**src/rtl/fakeram_req_master_pkg.sv**
```systemverilog
// Shared types and constants for the fakeram request master.
package fakeram_req_master_pkg;

  // Controller phases: sweep the array after reset, then serve requests.
  typedef enum logic {
    ST_INIT = 1'b0,
    ST_RUN  = 1'b1
  } state_e;

  // Maximum reads that may be outstanding at once (inflight + buffered).
  localparam int unsigned CREDIT_DEPTH = 2;

endpackage : fakeram_req_master_pkg

```
**src/rtl/fakeram_resp_fifo.sv**
```systemverilog
// Two-entry response buffer that holds read data while the consumer stalls.
module fakeram_resp_fifo #(
  parameter int BITS = 7
) (
  input  logic            clk,
  input  logic            rst_n,
  input  logic            enq_v,
  input  logic [BITS-1:0] enq_data,
  input  logic            deq_v,
  output logic [BITS-1:0] head,
  output logic [1:0]      count
);

  logic [BITS-1:0] mem_q [2];
  logic [BITS-1:0] mem_d [2];
  logic            wr_ptr_q, wr_ptr_d;
  logic            rd_ptr_q, rd_ptr_d;
  logic [1:0]      count_q,  count_d;

  // Next-state for pointers, occupancy and storage.
  // NOTE: every variable assigned in always_comb gets a default first, otherwise a latch is inferred.
  always_comb begin
    mem_d    = mem_q;
    wr_ptr_d = wr_ptr_q;
    rd_ptr_d = rd_ptr_q;
    count_d  = count_q;
    if (enq_v) begin
      mem_d[wr_ptr_q] = enq_data;
      wr_ptr_d        = wr_ptr_q + 1'b1;
    end
    if (deq_v) begin
      rd_ptr_d = rd_ptr_q + 1'b1;
    end
    case ({enq_v, deq_v})
      2'b10:   count_d = count_q + 2'd1;
      2'b01:   count_d = count_q - 2'd1;
      default: count_d = count_q;
    endcase
  end

  // Control registers: pointers and occupancy.
  always_ff @(posedge clk or negedge rst_n) begin
    if (!rst_n) begin
      wr_ptr_q <= 1'b0;
      rd_ptr_q <= 1'b0;
      count_q  <= 2'd0;
    end else begin
      wr_ptr_q <= wr_ptr_d;
      rd_ptr_q <= rd_ptr_d;
      count_q  <= count_d;
    end
  end

  // Data storage.
  // NOTE: storage is not reset; count qualifies every entry, so stale contents are never observed.
  always_ff @(posedge clk) begin
    mem_q <= mem_d;
  end

  assign head  = mem_q[rd_ptr_q];
  assign count = count_q;

endmodule : fakeram_resp_fifo

```
**src/rtl/fakeram_req_master.sv**
```systemverilog
// Initiator-side controller for a single-port fakeram45 macro: clears the
// array after reset, maps a valid/ready request stream onto the macro port,
// and returns read data in order with two credits of response buffering.
module fakeram_req_master
  import fakeram_req_master_pkg::*;
#(
  parameter int              BITS          = 7,
  parameter int              WORD_DEPTH    = 64,
  parameter int              ADDR_WIDTH    = 6,
  parameter bit              INIT_ON_RESET = 1'b1,
  parameter logic [BITS-1:0] INIT_VALUE    = '0
) (
  input  logic                  clk,
  input  logic                  reset_n_in,
  // Request stream
  input  logic                  req_v_in,
  output logic                  req_ready_out,
  input  logic                  req_we_in,
  input  logic [ADDR_WIDTH-1:0] req_addr_in,
  input  logic [BITS-1:0]       req_data_in,
  input  logic [BITS-1:0]       req_mask_in,
  // Response stream
  output logic                  resp_v_out,
  output logic [BITS-1:0]       resp_data_out,
  input  logic                  resp_ready_in,
  // Macro port
  output logic                  ram_ce_out,
  output logic                  ram_we_out,
  output logic [ADDR_WIDTH-1:0] ram_addr_out,
  output logic [BITS-1:0]       ram_wd_out,
  output logic [BITS-1:0]       ram_w_mask_out,
  input  logic [BITS-1:0]       ram_rd_in,
  // Status
  output logic                  init_done_out
);

  localparam logic [ADDR_WIDTH-1:0] LAST_ADDR   = ADDR_WIDTH'(WORD_DEPTH - 1);
  localparam state_e                RESET_STATE = INIT_ON_RESET ? ST_INIT : ST_RUN;

  state_e                state_q,    state_d;
  logic [ADDR_WIDTH-1:0] init_cnt_q, init_cnt_d;
  logic                  inflight_q, inflight_d;

  logic                  req_fire;
  logic                  resp_fire;
  logic                  fifo_nonempty;
  logic                  fifo_enq_v;
  logic                  fifo_deq_v;
  logic [BITS-1:0]       fifo_head;
  logic [1:0]            fifo_count;
  logic [1:0]            credits_used;

  // State, sweep counter and read-in-flight flag.
  // NOTE: sequential state uses non-blocking assignments so every flop samples pre-edge values.
  always_ff @(posedge clk or negedge reset_n_in) begin
    if (!reset_n_in) begin
      state_q    <= RESET_STATE;
      init_cnt_q <= '0;
      inflight_q <= 1'b0;
    end else begin
      state_q    <= state_d;
      init_cnt_q <= init_cnt_d;
      inflight_q <= inflight_d;
    end
  end

  // Next-state: advance the sweep one word per cycle, then track accepted reads.
  always_comb begin
    state_d    = state_q;
    init_cnt_d = init_cnt_q;
    inflight_d = 1'b0;
    case (state_q)
      ST_INIT: begin
        init_cnt_d = init_cnt_q + ADDR_WIDTH'(1);
        if (init_cnt_q == LAST_ADDR) begin
          state_d    = ST_RUN;
          init_cnt_d = '0;
        end
      end
      ST_RUN: begin
        inflight_d = req_fire & ~req_we_in;
      end
      default: begin
        state_d = RESET_STATE;
      end
    endcase
  end

  // Request acceptance: a read credit is free when fewer than two reads are outstanding.
  // The reset input gates the outputs so the macro port and ready stay quiet while reset is held.
  always_comb begin
    credits_used  = fifo_count + {1'b0, inflight_q};
    req_ready_out = reset_n_in && (state_q == ST_RUN) && (credits_used < 2'(CREDIT_DEPTH));
    req_fire      = req_v_in & req_ready_out;
  end

  // Macro port drive: sweep writes during init, pass-through of accepted requests in run.
  always_comb begin
    ram_ce_out     = 1'b0;
    ram_we_out     = 1'b0;
    ram_addr_out   = '0;
    ram_wd_out     = '0;
    ram_w_mask_out = '0;
    if (reset_n_in) begin
      if (state_q == ST_INIT) begin
        ram_ce_out     = 1'b1;
        ram_we_out     = 1'b1;
        ram_addr_out   = init_cnt_q;
        ram_wd_out     = INIT_VALUE;
        ram_w_mask_out = '1;
      end else if (req_fire) begin
        ram_ce_out     = 1'b1;
        ram_we_out     = req_we_in;
        ram_addr_out   = req_addr_in;
        ram_wd_out     = req_data_in;
        ram_w_mask_out = req_mask_in;
      end
    end
  end

  // Response path: FIFO head has priority; otherwise bypass the macro output
  // in the one cycle it carries valid data. Unconsumed macro data is buffered.
  always_comb begin
    fifo_nonempty = (fifo_count != 2'd0);
    resp_v_out    = inflight_q | fifo_nonempty;
    resp_data_out = '0;
    if (fifo_nonempty) begin
      resp_data_out = fifo_head;
    end else if (inflight_q) begin
      resp_data_out = ram_rd_in;
    end
    resp_fire  = resp_v_out & resp_ready_in;
    fifo_deq_v = resp_fire & fifo_nonempty;
    fifo_enq_v = inflight_q & ~(resp_fire & ~fifo_nonempty);
  end

  fakeram_resp_fifo #(
    .BITS (BITS)
  ) u_resp_fifo (
    .clk      (clk),
    .rst_n    (reset_n_in),
    .enq_v    (fifo_enq_v),
    .enq_data (ram_rd_in),
    .deq_v    (fifo_deq_v),
    .head     (fifo_head),
    .count    (fifo_count)
  );

  assign init_done_out = (state_q == ST_RUN);

endmodule : fakeram_req_master

```
**config.mk**
```make
export PLATFORM = sky130hd
export DESIGN_NAME = fakeram_req_master
export DESIGN_NICKNAME = d
export VERILOG_FILES = /design/src/rtl/fakeram_req_master_pkg.sv /design/src/rtl/fakeram_resp_fifo.sv /design/src/rtl/fakeram_req_master.sv
export SDC_FILE = /design/constraint.sdc
export NUM_CORES = 1
export LEC_CHECK = 0
export CAP_MARGIN = 20
export CORE_AREA = 2 2 63 65
export DETAILED_ROUTE_END_ITERATION = 16
export DIE_AREA = 0 0 65 67
export PLACE_DENSITY = 0.75
export SYNTH_ARGS = -nofsm -noshare
export SYNTH_HDL_FRONTEND = slang
export SYNTH_HIERARCHICAL = 1
export SYNTH_SLANG_ARGS = --single-unit
```
**constraint.sdc**
```tcl
create_clock -name clk -period 2.27 [get_ports clk]
set_clock_uncertainty 0.15 [all_clocks]
set_input_delay 0.454 -clock clk [delete_from_list [all_inputs] [get_ports clk]]
set_output_delay 0.454 -clock clk [all_outputs]
set_load 0.02 [all_outputs]
```
# After elaboration in Yosys (flattened, before gate mapping)
# Index checks and enable logic that the tools add are counted.
# W data, S select, Z words.
[word_totals]
regBits = 26
inputBits = 32
out_inout_bits = 32
[op_classes]
add_sub_neg = 6
n_lt_le_gt_ge = 4
n_eq_ne = 3
n_mux = 28
n_bitwise = 12
n_reduce_logical = 5
[op_table]
columns = ["op", "n"]
rows = [
  ["$mux W7", 12],
  ["$mux W6", 4],
  ["$bwmux W14", 1],
  ["$mux W1", 9],
  ["$demux W7 S1", 1],
  ["$add A6 B1 Y6 const B", 1],
  ["$and A1 B1 Y1", 6],
  ["$eq A6 B6 Y1 const B", 1],
  ["$ge A2 B2 Y1 const B", 2],
  ["$not A1 Y2", 2],
  ["$pmux W2 S2", 1],
  ["$reduce_bool A2 Y1", 2],
  ["$logic_and A1 B1 Y1", 3],
  ["$not A1 Y1", 3],
  ["$add A1 B1 Y1 const B", 2],
  ["$add A2 B1 Y2", 1],
  ["$add A2 B1 Y2 const B", 1],
  ["$eq A2 B1 Y1 const B", 1],
  ["$eq A2 B2 Y1 const B", 1],
  ["$lt A2 B1 Y1 const B", 1],
  ["$lt A2 B2 Y1 const B", 1],
  ["$sub A2 B1 Y2 const B", 1],
  ["$or A1 B1 Y1", 1],
]

# Logic depth before layout (Yosys ltp)
[depth]
ltp_word = 8
depth_mapped = 7

# Cells and area by module
# Netlist, hierarchy kept.
[modules_own_cells]
columns = ["module", "n_inst", "cells_per_inst", "area_each_um2", "seq_area_each_um2"]
rows = [
  ["fakeram_req_master", 1, 100, 735.7, 200.2],
  ["fakeram_resp_fifo", 1, 36, 678.2, 520.5],
]

# Worst setup path before layout
# OpenSTA, ideal clock, no wires.
[synth_path]
kind = "register -> output"
from = "register inflight_q"
to = "output ram_ce_out"
arrival_time_ns = 1.379
path_slack_ns = 0.287
path_stages_with_launch = 5
cell_sequence = "dfrtp_1 buf_4 nand3b_1 nand3_1 a21boi_0"
[synth_between]
elab_chain_len = 7
[synth_lines]
columns = ["item", "line_no", "text"]
rows = [
  ["start, declared", "fakeram_req_master.sv:42", "logic inflight_q, inflight_d;"],
  ["start signal, assigned", "fakeram_req_master.sv:63", "inflight_q <= inflight_d;"],
  ["$add A2 B1 Y2", "fakeram_req_master.sv:92", "credits_used = fifo_count + {1'b0, inflight_q};"],
  ["$lt A2 B2 Y1", "fakeram_req_master.sv:93", "req_ready_out = reset_n_in && (state_q == ST_RUN) && (credits_used < 2'(CREDIT_DEPTH));"],
  ["$logic_and A1 B1 Y1", "fakeram_req_master.sv:93", ""],
  ["$and A1 B1 Y1", "fakeram_req_master.sv:94", "req_fire = req_v_in & req_ready_out;"],
  ["$mux W1", "fakeram_req_master.sv:111", "end else if (req_fire) begin"],
  ["$mux W1", "fakeram_req_master.sv:105", "if (state_q == ST_INIT) begin"],
  ["$mux W1", "fakeram_req_master.sv:104", "if (reset_n_in) begin"],
  ["end, declared", "fakeram_req_master.sv:27", "output logic ram_ce_out,"],
]
# No other way between the ends.

# Worst setup path after layout
[layout_path]
from = "register u_resp_fifo.count_q[1] (netlist: u_resp_fifo/count[1])"
to = "output ram_addr_out[2]"
[layout_between]
elab_chain_len = 7
[layout_lines]
columns = ["item", "line_no", "text"]
rows = [
  ["start, declared", "fakeram_resp_fifo.sv:18", "logic [1:0] count_q, count_d;"],
  ["start signal, assigned", "fakeram_resp_fifo.sv:50", "count_q <= count_d;"],
  ["$add A2 B1 Y2", "fakeram_req_master.sv:92", ""],
  ["$lt A2 B2 Y1", "fakeram_req_master.sv:93", ""],
  ["$logic_and A1 B1 Y1", "fakeram_req_master.sv:93", ""],
  ["$and A1 B1 Y1", "fakeram_req_master.sv:94", ""],
  ["$mux W6", "fakeram_req_master.sv:111", ""],
  ["$mux W6", "fakeram_req_master.sv:105", ""],
  ["$mux W6", "fakeram_req_master.sv:104", ""],
  ["end, declared", "fakeram_req_master.sv:29", "output logic [ADDR_WIDTH-1:0] ram_addr_out,"],
]
# No other way between the ends.

==> impl_metrics.ini <==
[worst_setup_path]
reg2reg_depth = 8
critPathCaptureType = output pin
crit_path_max_fanout = 7
crit_chain = nand3b_1 -> and4bb_4 -> a22o_1 -> buf_4
r2r-start = u_resp_fifo/count[0]
r2r_end = u_resp_fifo/count[1]
critical-path-max-stage-delay_ns = 0.40
cp-start-kind = flop
crit_slowest_cell = dfrtp_1
crit_type = flop to output pin
worstPathRequired_ns = 1.67
crit_path_start = u_resp_fifo/count[1]
r2r_setup_slack_ns = 0.20
worstPathArrival_ns = 1.58

[floorplanning]
die-height_um = 67
coreArea_um2 = 3610
die_w_um = 65
ios = 64
initial_utilization = 0.392
die_area_um2 = 4360
rows = 22

[cts]
cts_buffer_depth = 2
cts.clk_slew.worst_paths_ns = 0.09
cts-root-buf = clkbuf_8
hold_buffers = 0
clk_latency_ns = 0.27
cts_made_buffers = 3
htreeDepth = 1
cts_sinks = 26
cts_tree = yes

[power_and_ir_drop]
powerDensity_nw_per_um2 = 414
pwr-share-comb = 0.142
swShare = 0.208
switching_power_uw = 191
p_total_uw = 920
seqPwrFrac = 0.541
vdd_drop_max_uv = 229
p_leak_uw = 0.00103
clockPowerShare = 0.317
internal-power_uw = 729

[synth]
yosysSeqAreaShare = 0.510
synth_edf_count = 14
syn_inst = 136
synth_area_um2 = 1410
ys_ff_latch = 26
syn_nets = 170
yosysWarnings = 6
ys.flop_type = edfxtp_1
ys_types = 32
syn_area_per_cell_um2 = 10.4
async_flop_share = 0.462

[sta]
setup_viol = 0
setup_tns_ns = 0
hold_ws_ns = 0.208
hold_viol = 0
slew_headroom = 0.739
final_max_slew_viol_count = 0
period_share = 0.963
clock.fmax_mhz = 457
rsz0062_at_grt = yes
tightest_slew_ns = 0.388
fin_crit_ns = 2.19

[route]
routedWlPerCell_um = 13.6
drc = 0
drtIter0Drc = 23
vias_per_cell = 4.99
num_vias = 1328
dr.pass1.iters = 4
postRouteAntennaNets = 0
wirelength_um = 3620

[cells_and_area]
fillers = 311
final_cell_mix = 30 x clkdlybuf4s50_1, 27 x buf_4, 26 x nand2_1
drive_gt1_frac = 0.294
area_growth_pct = 57.0
layout_commonest_cell = clkdlybuf4s50_1
seqCellArea_um2 = 722
final_nets = 253
multi_input_area_um2 = 684
antenna_cells = 0

[global_routing]
grt_pass1_vias = 1431
grt_overflow = 0
grt_use_total = 0.176
grt_max_degree = 17
grt_pass1_wl_um = 5900
antenna_found_initial = 0

[place]
place_congestion = 0.813
portBuffers = 63
post-dp-hpwl_um = 2860

[run]
drv_cap = 0

[outcome]
status = finished clean

[min_path]
hold_path.class = input port to async pin
## kinds of logic (layout without fill, tap and decap cells)
group                      after synthesis  in the layout  synth area share
DFF                                     26             26             0.510
AOI/OAI and AO/OA                       24             24             0.119
muxes                                    8              8            0.0637
xor gates and xnor gates                 7              7            0.0434
adders and majority gates                2              2            0.0177
buffers and inverters                    8             89            0.0327
and+or+nand+nor                         61             62             0.214
## per-layer routing
| metal | global-route usage | vias up | part of all wire |
|---|---|---|---|
| met5 | 0 | - | 0 |
| met4 | 0.0559 | 0 | 0.012 |
| met3 | 0.0372 | 4 | 0.062 |
| met2 | 0.347 | 57 | 0.54 |
| met1 | 0.184 | 621 | 0.38 |
| li1 | - | 646 | - |
## cell usage after synthesis (2+ instances only)
library cell	number	area, um2
a21boi_0	2	15.0
a22o_1	7	61.3
and2_1	9	56.3
buf_4	2	15.0
clkbuf_1	2	7.51
dfrtp_1	12	300
edfxtp_1	14	420
ha_1	2	25.0
inv_1	2	7.51
mux2_2	8	90.1
nand2_1	27	101
nand2b_1	2	12.5
nand3_1	9	45.0
nor2_1	5	18.8
nor2b_1	2	12.5
o21ai_0	10	50.1
xnor2_1	4	35.0
xor2_1	3	26.3
## repair_timing
item                                   CTS  global route
pin swaps                                2             1
gates resized for setup                102            17
setup endpoints to repair               31            20
endpoints found under the hold margin    0             0
cloned                                   1             0
buffers inserted                         0             0
## registers in the layout (all words and copies together), names as in the netlist
register	cells
u_resp_fifo/mem_q	14
init_done_out	1
inflight_q	1
init_cnt_q	6
u_resp_fifo/rd_ptr_q	1
u_resp_fifo/wr_ptr_q	1
u_resp_fifo/count	2
## critical path: cells and delay by family (launching register included)
| kind | cells | cell delay (ns) |
|---|---|---|
| buffers and inverters | 1 | 0.15 |
| and+or+nand+nor | 2 | 0.54 |
| AOI/OAI and AO/OA | 1 | 0.22 |
| DFF | 1 | 0.40 |
## worst max path at each step
stage,to
6_report,ram_addr_out[2]
5_1_grt,ram_w_mask_out[2]
4_1_cts,ram_wd_out[1]
3_5_place_dp,ram_w_mask_out[2]
3_3_place_gp,ram_addr_out[2]
2_1_floorplan,ram_ce_out
## power groups by stage
stage                     clock (uW)  sequential, uW  combinational [uW]
after floorplan                    0             508                33.9
after global placement             0             508                 136
after detailed placement           0             508                 139
after CTS                        300             497                 134
after global routing             320             497                 141
final                            291             497                 131
## per-stage QoR
stage | area (um2) | worst slack, ns | util | std cells
2_1_floorplan | 1410 | 0.287 | - | 136
3_3_place_gp | 2220 | -0.488 | 0.615 | 261
3_5_place_dp | 2220 | -0.573 | 0.615 | 261
4_1_cts | 2240 | -0.00251 | 0.620 | 266
5_1_grt | 2220 | -0.0123 | 0.616 | 266
6_report | 2220 | 0.0829 | 0.616 | 266
## layout make-up
cell class,count,share of cell area
clock buffer,4,0.0248
inverter,2,0.00338
multi-input combinational,103,0.308
sequential,26,0.325
tap,48,0.0271
timing repair buffer,83,0.311
No activity file was read; power rests on OpenSTA's default activity.
